[src/rtl/cpu_mem_bridge.sv]
// cpu_mem_bridge: serialises CPU data and fetch requests onto one shared bus, data first; one transaction in flight.
// cpu_stall covers bus backpressure (addr_ok/data_ok); optional one-entry fetch buffer under BRIDGE_IBUF_EN.
module cpu_mem_bridge (
  input  logic        clk,
  input  logic        resetn,
  input  logic        inst_sram_en,
  input  logic [31:0] inst_sram_addr,
  output logic [31:0] inst_sram_rdata,
  input  logic        data_sram_en,
  input  logic [3:0]  data_sram_wen,
  input  logic [31:0] data_sram_addr,
  input  logic [31:0] data_sram_wdata,
  output logic [31:0] data_sram_rdata,
  output logic        cpu_stall,
  output logic        bus_req,
  output logic        bus_wr,
  output logic [3:0]  bus_wstrb,
  output logic [31:0] bus_addr,
  output logic [31:0] bus_wdata,
  input  logic        bus_addr_ok,
  input  logic        bus_data_ok,
  input  logic [31:0] bus_rdata
);

  typedef enum logic [2:0] {
    IDLE   = 3'd0,
    D_ADDR = 3'd1,
    D_DATA = 3'd2,
    I_ADDR = 3'd3,
    I_DATA = 3'd4,
    DONE   = 3'd5
  } state_t;

  state_t state, state_nxt;
  logic   d_done, i_done;
  logic   pend_d, pend_i;
  logic   ibuf_hit;

`ifdef BRIDGE_IBUF_EN
  logic        ibuf_valid;
  logic [29:0] ibuf_tag;

  assign ibuf_hit = inst_sram_en & ibuf_valid & (ibuf_tag == inst_sram_addr[31:2]);

  // inst_sram_rdata doubles as the buffer data; only tag/valid live here
  always_ff @(posedge clk) begin
    if (!resetn) begin
      ibuf_valid <= 1'b0;
      ibuf_tag   <= 30'd0;
    end else if (state == I_DATA && bus_data_ok) begin
      ibuf_valid <= 1'b1;
      ibuf_tag   <= inst_sram_addr[31:2];
    end else if (state == D_ADDR && bus_addr_ok && (|data_sram_wen) &&
                 data_sram_addr[31:2] == ibuf_tag) begin
      ibuf_valid <= 1'b0;
    end
  end
`else
  assign ibuf_hit = 1'b0;
`endif

  assign pend_d = data_sram_en & ~d_done;
  assign pend_i = inst_sram_en & ~i_done & ~ibuf_hit;

  always_comb begin
    state_nxt = state;
    cpu_stall = 1'b1;
    bus_req   = 1'b0;
    bus_wr    = 1'b0;
    bus_wstrb = 4'h0;
    bus_addr  = 32'h0;
    bus_wdata = 32'h0;
    case (state)
      IDLE: begin
        cpu_stall = pend_d | pend_i;
        if (pend_d)      state_nxt = D_ADDR;
        else if (pend_i) state_nxt = I_ADDR;
      end
      D_ADDR: begin
        bus_req   = 1'b1;
        bus_wr    = |data_sram_wen;
        bus_wstrb = data_sram_wen;
        bus_addr  = data_sram_addr;
        bus_wdata = data_sram_wdata;
        if (bus_addr_ok) state_nxt = D_DATA;
      end
      D_DATA: begin
        if (bus_data_ok) state_nxt = pend_i ? I_ADDR : DONE;
      end
      I_ADDR: begin
        bus_req  = 1'b1;
        bus_addr = inst_sram_addr;
        if (bus_addr_ok) state_nxt = I_DATA;
      end
      I_DATA: begin
        if (bus_data_ok) state_nxt = DONE;
      end
      DONE: begin
        cpu_stall = 1'b0;
        state_nxt = IDLE;
      end
      default: begin
        cpu_stall = 1'b0;
        state_nxt = IDLE;
      end
    endcase
  end

  always_ff @(posedge clk) begin
    if (!resetn) begin
      state           <= IDLE;
      d_done          <= 1'b0;
      i_done          <= 1'b0;
      inst_sram_rdata <= 32'h0;
      data_sram_rdata <= 32'h0;
    end else begin
      state <= state_nxt;
      if (state == D_DATA && bus_data_ok) begin
        d_done <= 1'b1;
        if (data_sram_wen == 4'h0) data_sram_rdata <= bus_rdata;
      end
      if (state == I_DATA && bus_data_ok) begin
        i_done          <= 1'b1;
        inst_sram_rdata <= bus_rdata;
      end
      if (state == DONE) begin
        d_done <= 1'b0;
        i_done <= 1'b0;
      end
    end
  end

endmodule

[config.mk]
export PLATFORM = sky130hd
export DESIGN_NAME = cpu_mem_bridge
export DESIGN_NICKNAME = d
export VERILOG_FILES = /design/src/rtl/cpu_mem_bridge.sv
export SDC_FILE = /design/constraint.sdc
export NUM_CORES = 1
export LEC_CHECK = 0
export BUFFER_PORTS_ARGS = -buffer_cell sky130_fd_sc_hd__clkbuf_2
export CORE_AREA = 5 5 102 104
export DETAILED_ROUTE_END_ITERATION = 10
export DIE_AREA = 0 0 107 109
export GPL_TIMING_DRIVEN = 0
export HOLD_SLACK_MARGIN = 0.12
export PLACE_DENSITY = 0.85
export SLEW_MARGIN = 10
export SYNTH_ARGS = -nofsm -noshare
export SYNTH_HDL_FRONTEND = slang
export SYNTH_SLANG_ARGS = --single-unit
[constraint.sdc]
create_clock -name clk -period 4.1 [get_ports clk]
set_input_delay 0.82 -clock clk [delete_from_list [all_inputs] [get_ports clk]]
set_output_delay 0.82 -clock clk [all_outputs]
set_load 0.005 [all_outputs]
=== Word-level counts from Yosys, hierarchy flattened ===
Cells that the tools add are included.
Widths: inputs -> output; s select.

* Equal/unequal tests: 10
* Muxes and demuxes: 14
* Bitwise logic cells: 6
* Reduce and logical (&&, ||, !) cells: 10

{| class="wikitable"
|+ Operator list
! cell !! number
|-
| $pmux 32 s2 || 1
|-
| $mux 32 || 1
|-
| $mux 3 || 7
|-
| $pmux 3 s5 || 1
|-
| $ne 2x2->1 const B || 4
|-
| $reduce_or 4->1 || 2
|-
| $eq 3x2->1 const B || 2
|-
| $eq 3x3->1 const B || 2
|-
| $reduce_and 5->1 || 1
|-
| $logic_not 4->1 || 1
|-
| $mux 4 || 1
|-
| $reduce_or 2->1 || 2
|-
| $eq 3x1->1 const B || 1
|-
| $logic_not 3->1 || 1
|-
| $ne 3x3->1 const B || 1
|-
| $not 1->1 || 3
|-
| $and 1x1->1 || 2
|-
| $logic_and 1x1->1 || 2
|-
| $mux 1 || 2
|-
| $pmux 1 s2 || 1
|-
| $reduce_and 2->1 || 1
|-
| $or 1x1->1 || 1
|}

* Flip-flop bits (word level): 69
* Input bits: 138
* Output and inout port bits: 135
* Word-level logic and storage cells: 45

=== Logic depth before layout (Yosys ltp) ===
Gate-level depths: netlist (run 1).

* Depth after elaboration: 5
* Depth in mapped cells: 6
* Gate-level depth less buffers: 4

=== Worst setup path after synthesis (run 1) ===
OpenSTA, ideal clock, no wires.

* Path kind: input to output
* Start point: input data_sram_wen[2]
* End point: output bus_wr
* Data arrival time: 1521 ps
* Required time: 3280 ps
* Slack: 1759 ps
* Stages on the path: 2
* Buffers on the path: 0
* Path through: or4_4 and2_1

* Cells in the longest elaborated chain, start to end: 2

{| class="wikitable"
|+ Ends and longest elaborated chain
! element !! line !! text
|-
| start: declaration || 10 || <nowiki>input logic [3:0] data_sram_wen,</nowiki>
|-
| $reduce_or 4->1 || 81 || <nowiki>bus_wr = |data_sram_wen;</nowiki>
|-
| $mux 1 || 73 || <nowiki>case (state)</nowiki>
|-
| end: declaration || 16 || <nowiki>output logic bus_wr,</nowiki>
|}

Every way passes these cells.

=== Worst setup path after layout (run 1) ===
* Start point: register state[2]
* End point: output bus_wr

* Cells in the longest elaborated chain, start to end: 2

{| class="wikitable"
|+ Ends and longest elaborated chain
! element !! line !! text
|-
| start: declaration || 34 || <nowiki>state_t state, state_nxt;</nowiki>
|-
| start signal: assignment || 117 || <nowiki>state <= state_nxt;</nowiki>
|-
| $eq 3x1->1 || 73 ||
|-
| $mux 1 || 73 ||
|}

Every way passes these cells.

==> results of run 1 <==
registers in the layout, summed over array words and instances (netlist names):
register,cells
d_done,1
data_sram_rdata,32
i_done,1
inst_sram_rdata,32
state,3
logic make-up (layout without fill, tap and decap cells):
logic type	Yosys count	in the layout
AO/OA/AOI/OAI	76	76
flip-flops	69	69
buffers and inverters	39	326
multiplexers	32	32
AND/OR/NAND/NOR	223	223
adder cells (fa/ha/maj)	1	1
final cells by class:
| type | instances | area, um^2 | area share |
|---|---|---|---|
| Inverter | 5 | 18.8 | 0.00363 |
| Multi-Input combinational cell | 332 | 1890 | 0.365 |
| Clock buffer | 12 | 155 | 0.0300 |
| Clock inverter | 4 | 70.1 | 0.0135 |
| Tap cell | 114 | 143 | 0.0276 |
| Buffer | 34 | 163 | 0.0314 |
| Sequential cell | 69 | 1380 | 0.267 |
| Timing Repair Buffer | 271 | 1360 | 0.262 |
worst max path at each step:
stage,end,slack (ps),cells after the start
3_3_place_gp,bus_wr,1510,4
3_5_place_dp,bus_wr,1520,4
2_1_floorplan,bus_wr,1760,2
4_1_cts,bus_wr,1140,7
5_1_grt,bus_wstrb[2],940,7
6_report,bus_wr,1200,7
critical path, cell delays in order (launching register included):
cell and delay [ps]:
dfxtp_1 350, nand2b_1 160, clkbuf_1 170, nor2_1 140, clkbuf_1 320, clkbuf_1 300, and2_1 190, clkbuf_2 120
per-layer routing:
layer / share of wire / track usage / vias to the layer above
met5: 0 / 0 / -
met4: 0.016 / 0.0804 / 0
met3: 0.11 / 0.0870 / 18
met2: 0.51 / 0.384 / 163
met1: 0.37 / 0.235 / 1821
li1: - / - / 1991
Yosys cell counts (2+ instances only):
cell | count | area share
dfxtp_1 | 69 | 0.40
a21oi_1 | 6 | 0.0087
clkbuf_1 | 20 | 0.022
buf_2 | 10 | 0.014
nand2b_1 | 3 | 0.0054
mux2i_1 | 32 | 0.093
a21boi_0 | 26 | 0.057
and2_1 | 37 | 0.067
nand2_1 | 132 | 0.14
buf_6 | 3 | 0.0098
nand3b_1 | 2 | 0.0043
inv_1 | 5 | 0.0054
nor2_1 | 37 | 0.040
a21boi_1 | 38 | 0.083
o21a_1 | 2 | 0.0043
metrics by stage:
stage	area (um^2)	util	std cells	hold slack (ps)	total power [mW]
after detailed placement	4950	0.523	825	443	1.80
after floorplan	3450	-	440	442	1.34
final	5180	0.547	841	450	2.40
after global placement	4950	0.523	825	438	1.79
after CTS	5180	0.547	841	451	2.43
after global routing	5180	0.547	841	472	2.58
power breakdown:
part / switching [mW] / leakage [nW] / internal [mW]
sequential: 0.0343 / 0.557 / 0.723
clock: 0.247 / 0.116 / 0.374
combinational: 0.557 / 1.86 / 0.464
total: 0.838 / 2.53 / 1.56
==> summary.txt, run 1 <==
Critical path
  – Reg-to-reg endpoint: inst_sram_rdata[4]$_SDFFE_PN0P_
  – Reg2reg start: state[2]$_SDFFE_PN0P_
  – Critical Path RT: 3280 ps
  – Crit path launch: state[2]$_SDFFE_PN0P_
  – Worst R2R Path Depth: 5
  – Flop2flop setup slack: 2260 ps
  – Worst-path maximum fanout: 10
  – Startpoint types: flop
  – Setup CP Type: flop to output port
  – Worst path arrival time: roughly 2100 ps
  – Crit path capture type: output port

Route
  – Vias per cell: between 4 and 5
  – Final ANT Viol Nets: 0
  – DRC: 0
  – DR iter-0 viols: 194
  – WL/cell: roughly 16 um
  – DR pass1 iterations: 4
  – Routed Wire Length: 13,100 um
  – Via count: between 3,000 and 4,000

Clocking
  – Reg clk slew, reported paths: 70 ps
  – CTS root buf: clkbuf_8
  – H-tree depth: 3
  – CTS max path bufs: 2
  – Worst-Skew Late Latency: 340 ps
  – Post-CTS Hold Buffers: 0
  – CTS Buf Count: 9
  – Clock Sinks: 69
  – Postcts setup bufs: 0
  – Post-cts resize count: 0
  – CTS tree: yes

Logic synthesis
  – Ys flop type: dfxtp_1
  – Post-synth EDFFs: 0
  – Xor and xnor fraction of the mapped netlist area: 0
  – Syn Inst Count: 440
  – Mux cell area share after synthesis: 0.0928
  – FF+latch count, synth: 69
  – Synth warn: 0
  – Post-synth cell types: 33
  – Register area share after synthesis: 0.400
  – FFs w/ async S/R, synth: 0
  – Compound-Gate Fraction of Synth Area: 0.162
  – Area share of and/or/nand/nor cells after synthesis: 0.290
  – Adder-cell area share of the yosys netlist: 0.00290
  – Syn Nets: 578
  – Cell Area, Synth: 0.00345 mm^2
  – Largest family of logic cells by synthesized area: simple AND/OR/NAND/NOR gates
  – Mapped Avg Cell Area: ~8 um^2

Place
  – Detail Placement HPWL: around 11,000 um
  – Port Buffers: 271
  – Final Wtd Congestion: 0.946
  – Place WS: 1520 ps

Job
  – Max-cap violation count: 0

GRT
  – Global-route usage over all layers: 0.217
  – Pin count of the biggest net entering global routing: 12
  – Global-route wire length before repair: ~20,000 um
  – Vias in the first global route: around 4,000
  – Initial antenna violation count: 0
  – Grt ovf: 0

Timing
  – Setup violations, final: 0
  – Final worst slack: 1200 ps
  – Worst-margin pin slew: roughly 500 ps
  – Slew HR: 0.670
  – Layout Skew: slightly above 5 ps
  – Setup repair after global routing missed its margin: false
  – Fmax: 345 MHz
  – Period minus WS final: 2900 ps
  – Crit share post-route: 0.707
  – Max-slew violations: 0
  – TNS Setup: 0 ps
  – Final Hold Vio Count: 0

Die
  – Total Die Area: 0.0117 mm^2
  – I/O pin count: 273
  – Site Rows: 36
  – Core ar.: 0.00946 mm^2
  – Die Y-Extent: between 100 and 150 um
  – Die W: 107 um
  – Initial Utilization: 0.365

Final layout
  – Diode count: 0
  – NumNets Final: 860
  – Layout fillers: 951
  – Layout cells sized above 1: 0.418
  – Commonest non-fill, non-tap cell in the layout: clkbuf_2
  – Most frequent cells in the layout: 271 x clkbuf_2, 132 x nand2_1, 69 x dfxtp_1
  – Area grow syn2layout: 49.9%

Worst hold path
  – Worst hold path depth: 2
  – Min-Delay Endpoint: data_sram_rdata[15]$_SDFFE_PN0P_
  – Min-delay worst type: flop to flop
  – Hold path start: data_sram_rdata[15]$_SDFFE_PN0P_

Outcome
  – Status: complete, no violations

Pwr
  – Pleak: 2.53 nW
  – Peak supply drop: between 0.0002 and 0.0003 V
  – PwrDens: about 460 mW/mm^2
Note: power is estimated with default switching activity, not from simulation.
==> inputs of run 2 (changes only) <==
==> constraint.sdc (replaced) <==
create_clock -name clk -period 2.9 [get_ports clk]
set_input_delay 0.58 -clock clk [delete_from_list [all_inputs] [get_ports clk]]
set_output_delay 0.58 -clock clk [all_outputs]
set_load 0.005 [all_outputs]
==> run 2 against run 1 <==
Clock power increased by 41%. Final cell count unchanged. Die area unchanged. Worst hold slack unchanged. Worst setup slack got worse by 960 ps. Sequential cell count unchanged. Global-route usage unchanged. Core utilization about the same. Final area barely moved. Power grew 41%. Register-to-register slack got worse by 1200 ps. Highest routed layer unchanged.
==> summary.txt, run 2 (synthesis results as in run 1) <==
Outcome
  – Status: complete, no violations

Timing
  – Worst-margin pin slew: 498 ps
  – Max-slew violations: 0
  – Fmax: 377 MHz
  – Hold WS: 450 ps
  – Period minus WS final: 2650 ps
  – Crit share post-route: 0.915
  – Setup repair after global routing missed its margin: false
  – Slew HR: 0.668
  – Final worst slack: 246 ps
  – TNS Setup: 0 ps
  – Final Hold Vio Count: 0
  – Layout Skew: 4.86 ps
  – Setup violations, final: 0

Route
  – DR iter-0 viols: 191
  – Via count: between 3,000 and 4,000
  – DR pass1 iterations: 4
  – Final ANT Viol Nets: 0
  – Vias per cell: 4.74
  – Routed Wire Length: 13,100 um
  – WL/cell: ~16 um
  – DRC: 0

Pwr
  – PwrDens: 655 mW/mm^2
  – Peak supply drop: around 0.00036 V
  – Total power: approximately 3.4 mW
  – Pleak: 2.53 nW

Final layout
  – NumNets Final: 860
  – Finished layout cell area: 0.00518 mm^2
  – Top Registers: data_sram_rdata (32), inst_sram_rdata (32), state (3)
  – Area grow syn2layout: 50.0%
  – Commonest non-fill, non-tap cell in the layout: clkbuf_2
  – Diode count: 0
  – Most frequent cells in the layout: 272 x clkbuf_2, 132 x nand2_1, 69 x dfxtp_1
  – Layout cells sized above 1: 0.420
  – Layout fillers: 950

Die
  – Core ar.: 0.00946 mm^2
  – Site Rows: 36
  – Total Die Area: 0.0117 mm^2
  – Die W: between 100 and 150 um
  – Initial Utilization: 0.365
  – I/O pin count: between 200 and 300
  – Die Y-Extent: roughly 110 um

Clocking
  – H-tree depth: 3
  – Worst-Skew Late Latency: approximately 340 ps
  – Reg clk slew, reported paths: 70 ps
  – CTS tree: yes
  – CTS root buf: clkbuf_8
  – Post-CTS Hold Buffers: 0
  – Postcts setup bufs: 0
  – Post-cts resize count: 0
  – Clock Sinks: 69
  – CTS Buf Count: 9
  – CTS max path bufs: 2

Worst hold path
  – Min-delay worst type: flop to flop

GRT
  – Initial antenna violation count: 0
  – Global-route wire length before repair: 19,800 um
  – Global-route usage over all layers: 0.217
  – Grt ovf: 0
  – Pin count of the biggest net entering global routing: 12
  – Vias in the first global route: 3,978

Critical path
  – Crit path capture type: output port
  – Critical Path RT: 2320 ps
  – Worst path arrival time: 2070 ps
  – Setup CP Type: flop to output port
  – Worst-path maximum fanout: 10
  – Startpoint types: flop
  – Flop2flop setup slack: between 1000 and 1500 ps

Job
  – Max-cap violation count: 0

Place
  – Final Wtd Congestion: between 0.9 and 1
  – Dpl cell area: 0.00495 mm^2
  – Detail Placement HPWL: roughly 11,000 um
  – Port Buffers: 271
  – Place WS: 567 ps
[run 2: cell types whose count changed in the layout (fill, tap and decap cells not counted)]
cell      previous run  this run
clkbuf_2           271       272
clkbuf_1            21        20
[run 2: final timing paths]
check	startpoint	endpoint	depth (start not counted)
worst max-delay path	state[1]$_SDFFE_PN0P_	bus_addr[5]	5
worst min-delay path	data_sram_rdata[15]$_SDFFE_PN0P_	data_sram_rdata[15]$_SDFFE_PN0P_	2
worst max register to register	state[2]$_SDFFE_PN0P_	inst_sram_rdata[4]$_SDFFE_PN0P_	5
worst min register to register	data_sram_rdata[15]$_SDFFE_PN0P_	data_sram_rdata[15]$_SDFFE_PN0P_	2
[run 2: power by group]
part | leakage, nW | internal, mW | switching [mW] | total, mW
clock | 0.116 | 0.529 | 0.349 | 0.877
combinational | 1.86 | 0.658 | 0.787 | 1.45
sequential | 0.557 | 1.02 | 0.0484 | 1.07
total | 2.53 | 2.21 | 1.18 | 3.39
[run 2: critical path, stage by stage (launching register included)]
cell	delay, ps
dfxtp_1	420
buf_1	430
buf_2	380
mux2i_1	310
nor2_1	70
clkbuf_2	120
[run 2: area by class of cell]
cell class                 instances  area, um^2  area share
clock buffer                      12         155      0.0300
buffer                            34         164      0.0317
inverter                           5        18.8     0.00362
tap                              114         143      0.0275
timing repair buffer             271        1360       0.262
multi-input combinational        332        1890       0.365
sequential                        69        1380       0.267
clock inverter                     4        70.1      0.0135
[run 2: per-layer routing]
layer,up-vias,part of all wire,GRT usage
met5,-,0,0
met4,0,0.016,0.0804
met3,18,0.11,0.0870
met2,163,0.51,0.384
met1,1818,0.37,0.235
li1,1990,-,-
[run 2: stage by stage]
| stage | std cells | util |
|---|---|---|
| after CTS | 841 | 0.547 |
| after floorplan | 440 | - |
| after detailed placement | 825 | 0.523 |
| after global routing | 841 | 0.547 |
| after global placement | 825 | 0.523 |
| final | 841 | 0.547 |
==> inputs of run 3 (changes only) <==
--- a/config.mk
+++ b/config.mk
@@ -6,12 +6,14 @@
 export NUM_CORES = 1
 export LEC_CHECK = 0
 export BUFFER_PORTS_ARGS = -buffer_cell sky130_fd_sc_hd__clkbuf_2
-export CORE_AREA = 5 5 102 104
+export CORE_AREA = 5 5 104 106
+export CTS_BUF_LIST = sky130_fd_sc_hd__clkbuf_8
 export DETAILED_ROUTE_END_ITERATION = 10
-export DIE_AREA = 0 0 107 109
+export DIE_AREA = 0 0 109 111
 export GPL_TIMING_DRIVEN = 0
 export HOLD_SLACK_MARGIN = 0.12
-export PLACE_DENSITY = 0.85
+export PLACE_DENSITY = 0.83
+export SKIP_LAST_GASP = 1
 export SLEW_MARGIN = 10
 export SYNTH_ARGS = -nofsm -noshare
 export SYNTH_HDL_FRONTEND = slang
==> run 3 against run 2 <==
Critical path depth is 2 higher. First-iteration DRC count is 31% lower. Global-route usage is 2.3 points lower. Non-clock buffer count stayed put. Critical path type unchanged.
==> summary.txt, run 3 (synthesis results as in run 1) <==
GRT
  – Grt ovf: 0
  – Pin count of the biggest net entering global routing: 13
  – Initial antenna violation count: 0
  – Global-route usage over all layers: 0.195
  – Vias in the first global route: 3,842
  – Global-route wire length before repair: 18,800 um

Timing
  – Crit share post-route: 0.901
  – Period minus WS final: 2610 ps
  – Setup repair after global routing missed its margin: false
  – Layout Skew: 7.32 ps
  – Max-slew violations: 0
  – Final Hold Vio Count: 0
  – TNS Setup: 0 ps
  – Final worst slack: 288 ps
  – Fmax: 383 MHz
  – Worst-margin pin slew: 488 ps
  – Setup violations, final: 0
  – Slew HR: 0.675

Place
  – Final Wtd Congestion: about 0.93
  – Detail Placement HPWL: slightly above 10,000 um
  – Port Buffers: ~270
  – Place WS: 490 ps

Critical path
  – Critical Path RT: 2320 ps
  – Worst path max stage delay: 350 ps
  – Setup CP Type: flop to output port
  – Crit path capture type: output port
  – Delay-heaviest family, CP: buffers and inverters
  – WP buf/inv: 4
  – Worst-path maximum fanout: 10
  – Crit path max-delay cell type: dfxtp_1
  – Startpoint types: flop
  – Worst-path cell chain: nand2b_1 > clkbuf_1 > nor2_1 > clkbuf_2 > clkbuf_1 > and2_1 > clkbuf_2
  – Worst path arrival time: 2030 ps

Die
  – Core ar.: 0.00968 mm^2
  – Initial Utilization: 0.356
  – Die W: around 110 um
  – Site Rows: 36
  – Die Y-Extent: ~110 um
  – I/O pin count: between 200 and 300
  – Total Die Area: 0.0121 mm^2

Final layout
  – Commonest non-fill, non-tap cell in the layout: clkbuf_2
  – NumNets Final: 860
  – Top Registers: data_sram_rdata (32), inst_sram_rdata (32), state (3)
  – Most frequent cells in the layout: 272 x clkbuf_2, 132 x nand2_1, 69 x dfxtp_1
  – Layout cells sized above 1: 0.420
  – Diode count: 0
  – Area grow syn2layout: 50.4%

Route
  – Via count: 3,893
  – Final ANT Viol Nets: 0
  – DRC: 0
  – Wire length on met1: 4610 um
  – WL/cell: 14.2 um
  – DR iter-0 viols: 132
  – Routed wl met3: 1030 um
  – DR top layer: met4
  – Routed Wire Length: 12,200 um
  – Met2 WL: 6280 um
  – DR pass1 iterations: 4
  – Vias per cell: around 4.5

Pwr
  – Sw Ratio: 0.350
  – Int Power: 2.16 mW
  – Peak supply drop: 0.000431 V
  – Clock network power share: 0.253
  – Combinational power share: 0.425
  – Seq pwr share: 0.322
  – Pleak: 2.53 nW
  – NetSw: approximately 1.2 mW
  – PwrDens: 640 mW/mm^2

Job
  – Max-cap violation count: 0

Clocking
  – Post-CTS Hold Buffers: 0
  – H-tree depth: 3
  – Worst-Skew Late Latency: 330 ps
  – CTS Buf Count: 9
  – Clock Sinks: 69
  – CTS max path bufs: 2
  – CTS root buf: clkbuf_8
  – CTS tree: yes
  – Reg clk slew, reported paths: 70 ps

Outcome
  – Status: complete, no violations

Worst hold path
  – Min-delay worst type: flop to flop
run 3: path summary, 6_finish.rpt:
path / startpoint / slack, ps / end / cells after the start
max reg2reg: state[0]$_SDFFE_PN0P_ / 1140 / inst_sram_rdata[31]$_SDFFE_PN0P_ / 5
max: state[2]$_SDFFE_PN0P_ / 290 / bus_wstrb[0] / 7
min reg2reg: data_sram_rdata[15]$_SDFFE_PN0P_ / 450 / data_sram_rdata[15]$_SDFFE_PN0P_ / 2
min: data_sram_rdata[15]$_SDFFE_PN0P_ / 450 / data_sram_rdata[15]$_SDFFE_PN0P_ / 2
run 3: worst reg2reg max path: stages (launching register included):
cell,delay (ps)
dfxtp_1,340
clkbuf_1,330
nand3b_1,320
clkbuf_1,420
nand2_1,100
a21boi_0,180
run 3: power groups by stage:
| stage | Sequential [mW] | Combinational, mW | Clock [mW] |
|---|---|---|---|
| 5_1_grt | 1.08 | 1.58 | 0.909 |
| 3_5_place_dp | 1.09 | 1.42 | 0 |
| 6_report | 1.07 | 1.41 | 0.841 |
| 2_1_floorplan | 1.09 | 0.809 | 0 |
| 3_3_place_gp | 1.09 | 1.42 | 0 |
| 4_1_cts | 1.07 | 1.43 | 0.865 |
run 3: per-layer routing:
| metal | global-route usage | vias up |
|---|---|---|
| met5 | 0 | - |
| met3 | 0.0588 | 24 |
| met1 | 0.208 | 1722 |
| met2 | 0.351 | 161 |
| met4 | 0.0741 | 0 |
| li1 | - | 1986 |
run 3: stage by stage:
stage	cell area [um^2]	std cells	util	hold WS (ps)	power [mW]
2_1_floorplan	3450	440	-	442	1.89
3_3_place_gp	4970	844	0.514	439	2.51
3_5_place_dp	4970	844	0.514	442	2.51
4_1_cts	5190	860	0.536	452	3.36
5_1_grt	5190	860	0.536	455	3.57
6_report	5190	860	0.536	451	3.32
run 3: layout make-up:
cell class              count  area, um^2
clock buffers               9         124
inverters                   5        18.8
well taps                 133         166
flip-flops and latches     69        1380
plain buffers              34         164
fillers                   965        4490
repair buffers            271        1360
multi-input cells         332        1890
clock inverters             7        91.3
run 3: what timing repair did:
action / 4_1_cts / 5_1_grt
setup buffers: 0 / 0
endpoints found under the hold margin: 0 / 0
endpoints found under the setup margin: 0 / 15
resized for setup: 0 / 2
